===== src/rtl/arb_req_queue.sv =====
// Per-source pending request counters feeding a downstream priority arbiter.
// Define ARB_STARVE_DET_EN to build the per-source starvation detectors.
module arb_req_queue #(
   parameter int unsigned DEPTH        = 4,
   parameter int unsigned STARVE_LIMIT = 16
) (
   input  logic       arb_clk,
   input  logic       arb_rst_n,
   input  logic [3:0] src_push,
   output logic [3:0] src_full,
   output logic       arb_req0,
   output logic       arb_req1,
   output logic       arb_req2,
   output logic       arb_req3,
   input  logic       arb_gnt0,
   input  logic       arb_gnt1,
   input  logic       arb_gnt2,
   input  logic       arb_gnt3,
   output logic       pend_empty,
   output logic [3:0] ovf_err,
   output logic [3:0] gnt_err,
   output logic [3:0] starve
);

   localparam int unsigned CW = $clog2(DEPTH + 1);
   localparam logic [CW-1:0] DMAX = CW'(DEPTH);
   localparam logic [CW-1:0] ONE  = CW'(1);

   if (DEPTH < 1 || DEPTH > 15) begin : g_bad_depth
      $error("arb_req_queue: DEPTH out of range");
   end
   if (STARVE_LIMIT < 2 || STARVE_LIMIT > 255) begin : g_bad_limit
      $error("arb_req_queue: STARVE_LIMIT out of range");
   end

   logic [CW-1:0] cnt_q [4];
   logic [CW-1:0] cnt_d [4];
   logic [3:0]    ovf_q, ovf_d;
   logic [3:0]    gerr_q, gerr_d;
   logic [3:0]    gnt;
   logic [3:0]    req;

   assign gnt = {arb_gnt3, arb_gnt2, arb_gnt1, arb_gnt0};

   always_comb begin
      for (int i = 0; i < 4; i++) begin
         cnt_d[i]  = cnt_q[i];
         ovf_d[i]  = ovf_q[i];
         gerr_d[i] = gerr_q[i];
         case ({src_push[i], gnt[i]})
            2'b10: begin
               if (cnt_q[i] == DMAX) ovf_d[i] = 1'b1;
               else cnt_d[i] = cnt_q[i] + ONE;
            end
            2'b01: begin
               if (cnt_q[i] == '0) gerr_d[i] = 1'b1;
               else cnt_d[i] = cnt_q[i] - ONE;
            end
            2'b11: begin
               // the grant can only cancel a request that already existed
               if (cnt_q[i] == '0) begin
                  cnt_d[i]  = ONE;
                  gerr_d[i] = 1'b1;
               end
            end
            default: ;
         endcase
      end
   end

   always_comb begin
      for (int i = 0; i < 4; i++) begin
         req[i] = (cnt_q[i] > ONE) ||
                  ((cnt_q[i] == ONE) && !gnt[i]);
         src_full[i] = (cnt_q[i] == DMAX);
      end
      pend_empty = (cnt_q[0] == '0) && (cnt_q[1] == '0) &&
                   (cnt_q[2] == '0) && (cnt_q[3] == '0);
   end

   assign arb_req0 = req[0];
   assign arb_req1 = req[1];
   assign arb_req2 = req[2];
   assign arb_req3 = req[3];
   assign ovf_err  = ovf_q;
   assign gnt_err  = gerr_q;

   always_ff @(posedge arb_clk or negedge arb_rst_n) begin
      if (!arb_rst_n) begin
         for (int i = 0; i < 4; i++) cnt_q[i] <= '0;
         ovf_q  <= '0;
         gerr_q <= '0;
      end else begin
         for (int i = 0; i < 4; i++) cnt_q[i] <= cnt_d[i];
         ovf_q  <= ovf_d;
         gerr_q <= gerr_d;
      end
   end

`ifdef ARB_STARVE_DET_EN
   logic [7:0] wait_q [4];
   logic [7:0] wait_d [4];
   logic [3:0] stv_q, stv_d;

   always_comb begin
      for (int i = 0; i < 4; i++) begin
         if (gnt[i] || (cnt_q[i] == '0)) wait_d[i] = '0;
         else if (req[i] && (wait_q[i] != 8'hFF))
            wait_d[i] = wait_q[i] + 8'd1;
         else wait_d[i] = wait_q[i];
         stv_d[i] = stv_q[i] ||
                    (wait_d[i] >= 8'(STARVE_LIMIT));
      end
   end

   always_ff @(posedge arb_clk or negedge arb_rst_n) begin
      if (!arb_rst_n) begin
         for (int i = 0; i < 4; i++) wait_q[i] <= '0;
         stv_q <= '0;
      end else begin
         for (int i = 0; i < 4; i++) wait_q[i] <= wait_d[i];
         stv_q <= stv_d;
      end
   end

   assign starve = stv_q;
`else
   assign starve = 4'b0000;
`endif

endmodule


===== config.mk =====
export PLATFORM = sky130hd
export DESIGN_NAME = arb_req_queue
export DESIGN_NICKNAME = d
export VERILOG_FILES = /design/src/rtl/arb_req_queue.sv
export SDC_FILE = /design/constraint.sdc
export NUM_CORES = 1
export LEC_CHECK = 0
export ABC_AREA = 1
export ABC_CLOCK_PERIOD_IN_PS = 2910
export CORE_MARGIN = 2
export CORE_UTILIZATION = 55
export DETAILED_ROUTE_END_ITERATION = 8
export PLACE_DENSITY = 0.85
export SETUP_SLACK_MARGIN = 0.15
export SYNTH_ARGS = -nofsm -noshare
export SYNTH_HDL_FRONTEND = slang
export SYNTH_SLANG_ARGS = --single-unit

===== constraint.sdc =====
create_clock -name arb_clk -period 2.91 [get_ports arb_clk]
set_input_delay 0.582 -clock arb_clk [delete_from_list [all_inputs] [get_ports arb_clk]]
set_output_delay 0.582 -clock arb_clk [all_outputs]
set_load 0.02 [all_outputs]

==> summary.md, run 1 <==
| Metric | Value |
|---|---|
| Synth cell count leaders | nand2_1, dfrtp_1, inv_1, ha_1, nor2_1 |
| WHS | 0.483 ns |
| Dpl cells | 249 |
| Avg Cell Area, Syn | 7.79 um2 |
| Min-delay src | ovf_err[3] |
| M1 GR Usage | 25.0% |
| Top FF cell, synth | dfrtp_1 |
| Setup repair after global routing missed its margin | false |
| CTS H-tree lvls | 1 |
| Initial antenna violation count | 0 |
| Flops & latches, synth | 20 |
| Total track usage | 20.3% |
| Post-Syn Area | 1500 um2 |
| Fmax | 0.375 GHz |
| Total wire length | 2940 um |
| Clock Latency Late Sink | 0.29 ns |
| Share of layout cells above drive strength 1 | 20.7% |
| Clock Pin Slew Worst Setup and Hold Paths | 0.11 ns |
| Worst Path Arrival | 2.08 ns |
| Number of enable flip-flop cells after synthesis | 0 |
| Leak Pwr | 0.932 nW |
| CTS max path bufs | 2 |
| Synth cell types | 22 |
| Logic pwr share | 63.6% |
| Fin area | 1810 um2 |
| Final ANT Viol Nets | 0 |
| Via Count | 1292 |
| Post-DP HPWL | 2380 um |
| Die height | 56.3 um |
| Number of global-route vias before repair | 1293 |
| Startpoint Class | input port |
| Sequential share of power | 29.1% |
| Int Pwr | 937 uW |
| N_diodes | 0 |
| Max-slew violation count | 0 |
| GR Overflow Total | 0 |
| Cell Pwr Density | 987 nW/um2 |
| Maxcap violations | 0 |
| Layout Nets | 250 |
| I/O pin cnt | 31 |
| Hold Buf Count CTS | 0 |
| Site row count | 18 |
| Final Skew | 0.000696 ns |
| Met2 Usage GRT | 36.1% |
| Post_cts resized | 0 |
| CP max FO | 6 |
| Non-filler cells in the finished layout | 252 |
| Status | completed |
| Area delta synth->final | 20.7% |
| DR vias/cell | 5.13 |
| Required time at the worst-slack endpoint | 2.33 ns |
| Post-DP Area | 1790 um2 |
| Worst Setup End Kind | output port |
| Crit path time final | 2.66 ns |
| Fillcell total | 200 |
| Gr busiest metal | met2 |
| NetSw | 854 uW |
| Starting Density | 59.6% |
| Wire length of the first global-routing pass | 5190 um |
| Layout Utilization | 71.9% |
| Largest cells by area after synthesis | dfrtp_1, ha_1, nand2_1, nand2_4, inv_1 |
| Most frequent cell after synthesis | nand2_1 |
| Seq/Total Area, Yosys | 33.3% |
| Min setup slack post-route | 0.246 ns |
| Setup CP Type | in -> out |
| Hold Path Class | reg -> reg |
| Yosys warning total | 0 |
| Drt first-iter violations | 54 |
| TNS Setup | 0 ns |
| Post-CTS Repair Setup Buffers | 0 |
| Die width | 56.3 um |
| Drt first pass iters | 4 |
| Clk sinks | 20 |
| Reg2reg start | cnt_q[3] |
| TritonCTS buffer count | 3 |
| Hold Vio Cnt, Final | 0 |
| Sw Ratio | 47.7% |
| Syn Inst Count | 193 |
| Final period utilization | 91.6% |
| # setup viols final | 0 |
| Die ar. | 3170 um2 |
| Pwr Total | 1.79 mW |
| Post-synth ARST share | 100% |
| IO Port Bufs | 26 |
| Met3 Usage GRT | 2.53% |
| Root buf cell | clkbuf_4 |
| Clock group share of total power | 7.3% |
| CTS tree | built |
| Core Region | 2520 um2 |
| VDD IR max | 669 uV |
| Crit. Startpoint | arb_gnt3 |
| DR DRC count | 0 |
| Yosys top cell area share | 33.3% |
| Yosys top cell by area | dfrtp_1 |
| Largest net degree at the start of global routing | 21 |
| Routed WL per cell | 11.7 um |
| Place WS | 0.239 ns |
| Gpl congestion | 0.866 |
==> final cells by class <==
| class | instances | area, um2 | share of cell area [%] |
|---|---|---|---|
| repair buffers | 27 | 270 | 14.9 |
| clock buffers | 3 | 22.5 | 1.24 |
| flip-flops and latches | 20 | 500 | 27.6 |
| well taps | 30 | 37.5 | 2.07 |
| inverters | 28 | 105 | 5.79 |
| multi-input cells | 144 | 878 | 48.4 |
==> power by group through the flow <==
stage / clock [mW] / combinational (mW) / sequential (mW)
final: 0.131 / 1.14 / 0.521
after global routing: 0.150 / 1.29 / 0.540
after CTS: 0.140 / 1.15 / 0.519
after detailed placement: 0 / 1.14 / 0.526
after global placement: 0 / 1.10 / 0.515
after floorplan: 0 / 0.764 / 0.545
==> metal layers <==
metal	wire length, um	vias up	share of wire (%)
met1	1300	591	44
met3	107	4	3.6
met5	0	-	0
li1	-	663	-
met2	1500	34	51
met4	30	0	1.0
==> cells in the final DEF (no fill, tap or decap) <==
| master | n |
|---|---|
| o21ai_0 | 7 |
| inv_2 | 11 |
| clkbuf_4 | 3 |
| or2_2 | 2 |
| nand3_1 | 4 |
| nand2_4 | 6 |
| nand2_1 | 52 |
| a21oi_1 | 9 |
| nand2_2 | 9 |
| dfrtp_1 | 20 |
| a31o_2 | 4 |
| inv_1 | 17 |
| o21bai_1 | 4 |
| dlymetal6s2s_1 | 1 |
| nand3_2 | 4 |
| o211ai_1 | 1 |
| ha_1 | 16 |
| o21ai_1 | 2 |
| nand4_1 | 1 |
| conb_1 | 4 |
| nor3_1 | 1 |
| buf_4 | 1 |
| o21ai_2 | 6 |
| nor2_1 | 12 |
| clkdlybuf4s50_1 | 25 |
==> worst max-delay path, stage by stage <==
cell,delay (ns)
clkdlybuf4s50_1,0.63
inv_2,0.09
a21oi_1,0.13
o21ai_0,0.10
clkdlybuf4s50_1,0.54
==> path summary, 6_finish.rpt <==
check                              to  slack, ns  depth (start not counted)
max reg2reg                  cnt_q[5]       1.52                          9
min                        ovf_err[3]       0.48                          1
min in group asynchronous    cnt_q[0]       0.61                          2
min reg2reg                ovf_err[3]       0.48                          1
max                          arb_req3       0.25                          5
max in group asynchronous    cnt_q[4]       2.08                          2
==> state kept, by name, indices dropped and copies added, names as in the netlist <==
name,cells
cnt_q,12
gnt_err,4
ovf_err,4
==> cells by family (layout without fill, tap and decap cells) <==
family	count (synthesis)	count (layout)	synth area share (%)
and+or+nand+nor	91	91	29.8
AOI/OAI and AO/OA	33	33	14.3
buffers and inverters	32	58	8.99
DFF	20	20	33.3
adders and majority gates	16	16	13.3
other	1	4	0.250
Power figures use the tool's default switching activity.
==> inputs of run 2 (changes only) <==
--- a/config.mk
+++ b/config.mk
@@ -8,10 +8,12 @@
 export ABC_AREA = 1
 export ABC_CLOCK_PERIOD_IN_PS = 2910
 export CORE_MARGIN = 2
-export CORE_UTILIZATION = 55
+export CORE_UTILIZATION = 50
 export DETAILED_ROUTE_END_ITERATION = 8
-export PLACE_DENSITY = 0.85
+export GPL_TIMING_DRIVEN = 0
+export PLACE_DENSITY = 0.78
 export SETUP_SLACK_MARGIN = 0.15
 export SYNTH_ARGS = -nofsm -noshare
 export SYNTH_HDL_FRONTEND = slang
 export SYNTH_SLANG_ARGS = --single-unit
+export TNS_END_PERCENT = 1
==> summary.md, run 2 (same netlist as run 1, synthesis figures left out) <==
| Metric | Value |
|---|---|
| Fillcell total | 242 |
| Required time at the worst-slack endpoint | 2.33 ns |
| I/O pin cnt | 31 |
| Clock Latency Late Sink | 0.31 ns |
| VDD IR max | 529 uV |
| Drt first pass iters | 6 |
| Starting Density | 53.6% |
| Setup CP Type | in -> out |
| Share of layout cells above drive strength 1 | 22.1% |
| Most frequent cells in the layout | nand2_1, clkdlybuf4s50_1, dfrtp_1 |
| Worst Setup End Kind | output port |
| Clock Pin Slew Worst Setup and Hold Paths | 0.12 ns |
| Hold Buf Count CTS | 0 |
| Die height | 58.8 um |
| TritonCTS buffer count | 3 |
| Total track usage | 20.2% |
| Number of global-route vias before repair | 1282 |
| Crit path time final | 2.68 ns |
| CTS max path bufs | 2 |
| Clk sinks | 20 |
| Gpl congestion | 0.829 |
| GR Overflow Total | 0 |
| CTS H-tree lvls | 1 |
| Final ANT Viol Nets | 0 |
| Critical path cell sequence | clkdlybuf4s50_1 > inv_1 > a21oi_1 > o21ai_0 > clkdlybuf4s50_1 |
| Total wire length | 3020 um |
| Layout Nets | 253 |
| N_diodes | 0 |
| Worst Tran Pin Value | 0.941 ns |
| CP max stage delay | 0.61 ns |
| Failing checks | design-rule violations |
| Most frequent CP cell | clkdlybuf4s50_1 |
| Largest net degree at the start of global routing | 21 |
| Leak Pwr | 0.973 nW |
| Max-slew violation count | 0 |
| Fmax | 0.373 GHz |
| Status | complete, but fails checks |
| Final Skew | 0.00540 ns |
| Cell Pwr Density | 1020 nW/um2 |
| Worst Path Arrival | 2.10 ns |
| Wire length of the first global-routing pass | 5370 um |
| Routed WL per cell | 11.8 um |
| Top reg by flops | cnt_q |
| Area delta synth->final | 24.3% |
| TNS Setup | 0 ns |
| Post-CTS Repair Setup Buffers | 0 |
| Die width | 58.8 um |
| Drt first-iter violations | 83 |
| Layout Utilization | 66.6% |
| IO Port Bufs | 26 |
| Post-DP HPWL | 2400 um |
| Site row count | 19 |
| Rel. slew slack | 37.1% |
| CTS tree | built |
| DR vias/cell | 5.12 |
| Final period utilization | 92.2% |
| CP max FO | 6 |
| Initial antenna violation count | 0 |
| Slowest CP cell | clkdlybuf4s50_1 |
| Max FFs per register | 12 |
| Pwr Total | 1.90 mW |
| Hold Vio Cnt, Final | 0 |
| DR DRC count | 4 |
| # setup viols final | 0 |
| Commonest non-fill, non-tap cell in the layout | nand2_1 |
| Startpoint Class | input port |
| Die ar. | 3460 um2 |
| Core Region | 2810 um2 |
| Setup repair after global routing missed its margin | false |
| WHS | 0.488 ns |
| Root buf cell | clkbuf_4 |
| Maxcap violations | 0 |
| Via Count | 1316 |
| Hold Path Class | reg -> reg |
run 2: final timing paths:
path,slack [ns],depth (start not counted),from,end
min reg2reg,0.49,1,gnt_err[1],gnt_err[1]
min in group asynchronous,0.78,1,arb_rst_n,cnt_q[1]
min,0.49,1,gnt_err[1],gnt_err[1]
max in group asynchronous,1.56,1,arb_rst_n,cnt_q[3]
max,0.23,5,arb_gnt2,arb_req2
max reg2reg,1.53,9,cnt_q[6],cnt_q[8]
run 2: per-layer routing:
layer,vias to the layer above,track usage (%),routed length (um)
met5,-,0,0
met4,0,8.77,55
met3,6,2.86,132
met2,31,34.4,1490
met1,608,25.5,1350
li1,671,-,-
run 2: repair_timing:
action	4_1_cts	5_1_grt
setup endpoints to repair	0	1
gates resized for setup	0	1
endpoints found under the hold margin	0	0
run 2: worst max-delay path, delay by kind of cell:
kind	cells	cell delay, ns
buffers and inverters	3	1.28
AO/OA/AOI/OAI	2	0.24
run 2: area by class of cell:
type                            count  area, um2  share of cell area (%)
Multi-Input combinational cell    144        878                    47.0
Tap cell                           31       38.8                    2.08
Clock inverter                      1       30.0                    1.61
Inverter                           28        105                    5.63
Clock buffer                        3       22.5                    1.21
Buffer                              4       30.0                    1.61
Timing Repair Buffer               26        263                    14.1
Sequential cell                    20        500                    26.8
run 2: stage by stage:
step / cells / setup slack, ns / cell area [um2]
3_3_place_gp: 253 / 0.265 / 1810
2_1_floorplan: 196 / 1.04 / 1510
3_5_place_dp: 253 / 0.222 / 1810
5_1_grt: 257 / 0.164 / 1870
6_report: 257 / 0.226 / 1870
4_1_cts: 257 / 0.224 / 1870
run 2: report_power, final:
| group | switching, mW | internal (mW) | leakage, nW |
|---|---|---|---|
| registers | 0.130 | 0.393 | 0.229 |
| logic | 0.648 | 0.499 | 0.716 |
| clock network | 0.0947 | 0.139 | 0.0279 |
| total | 0.873 | 1.03 | 0.973 |
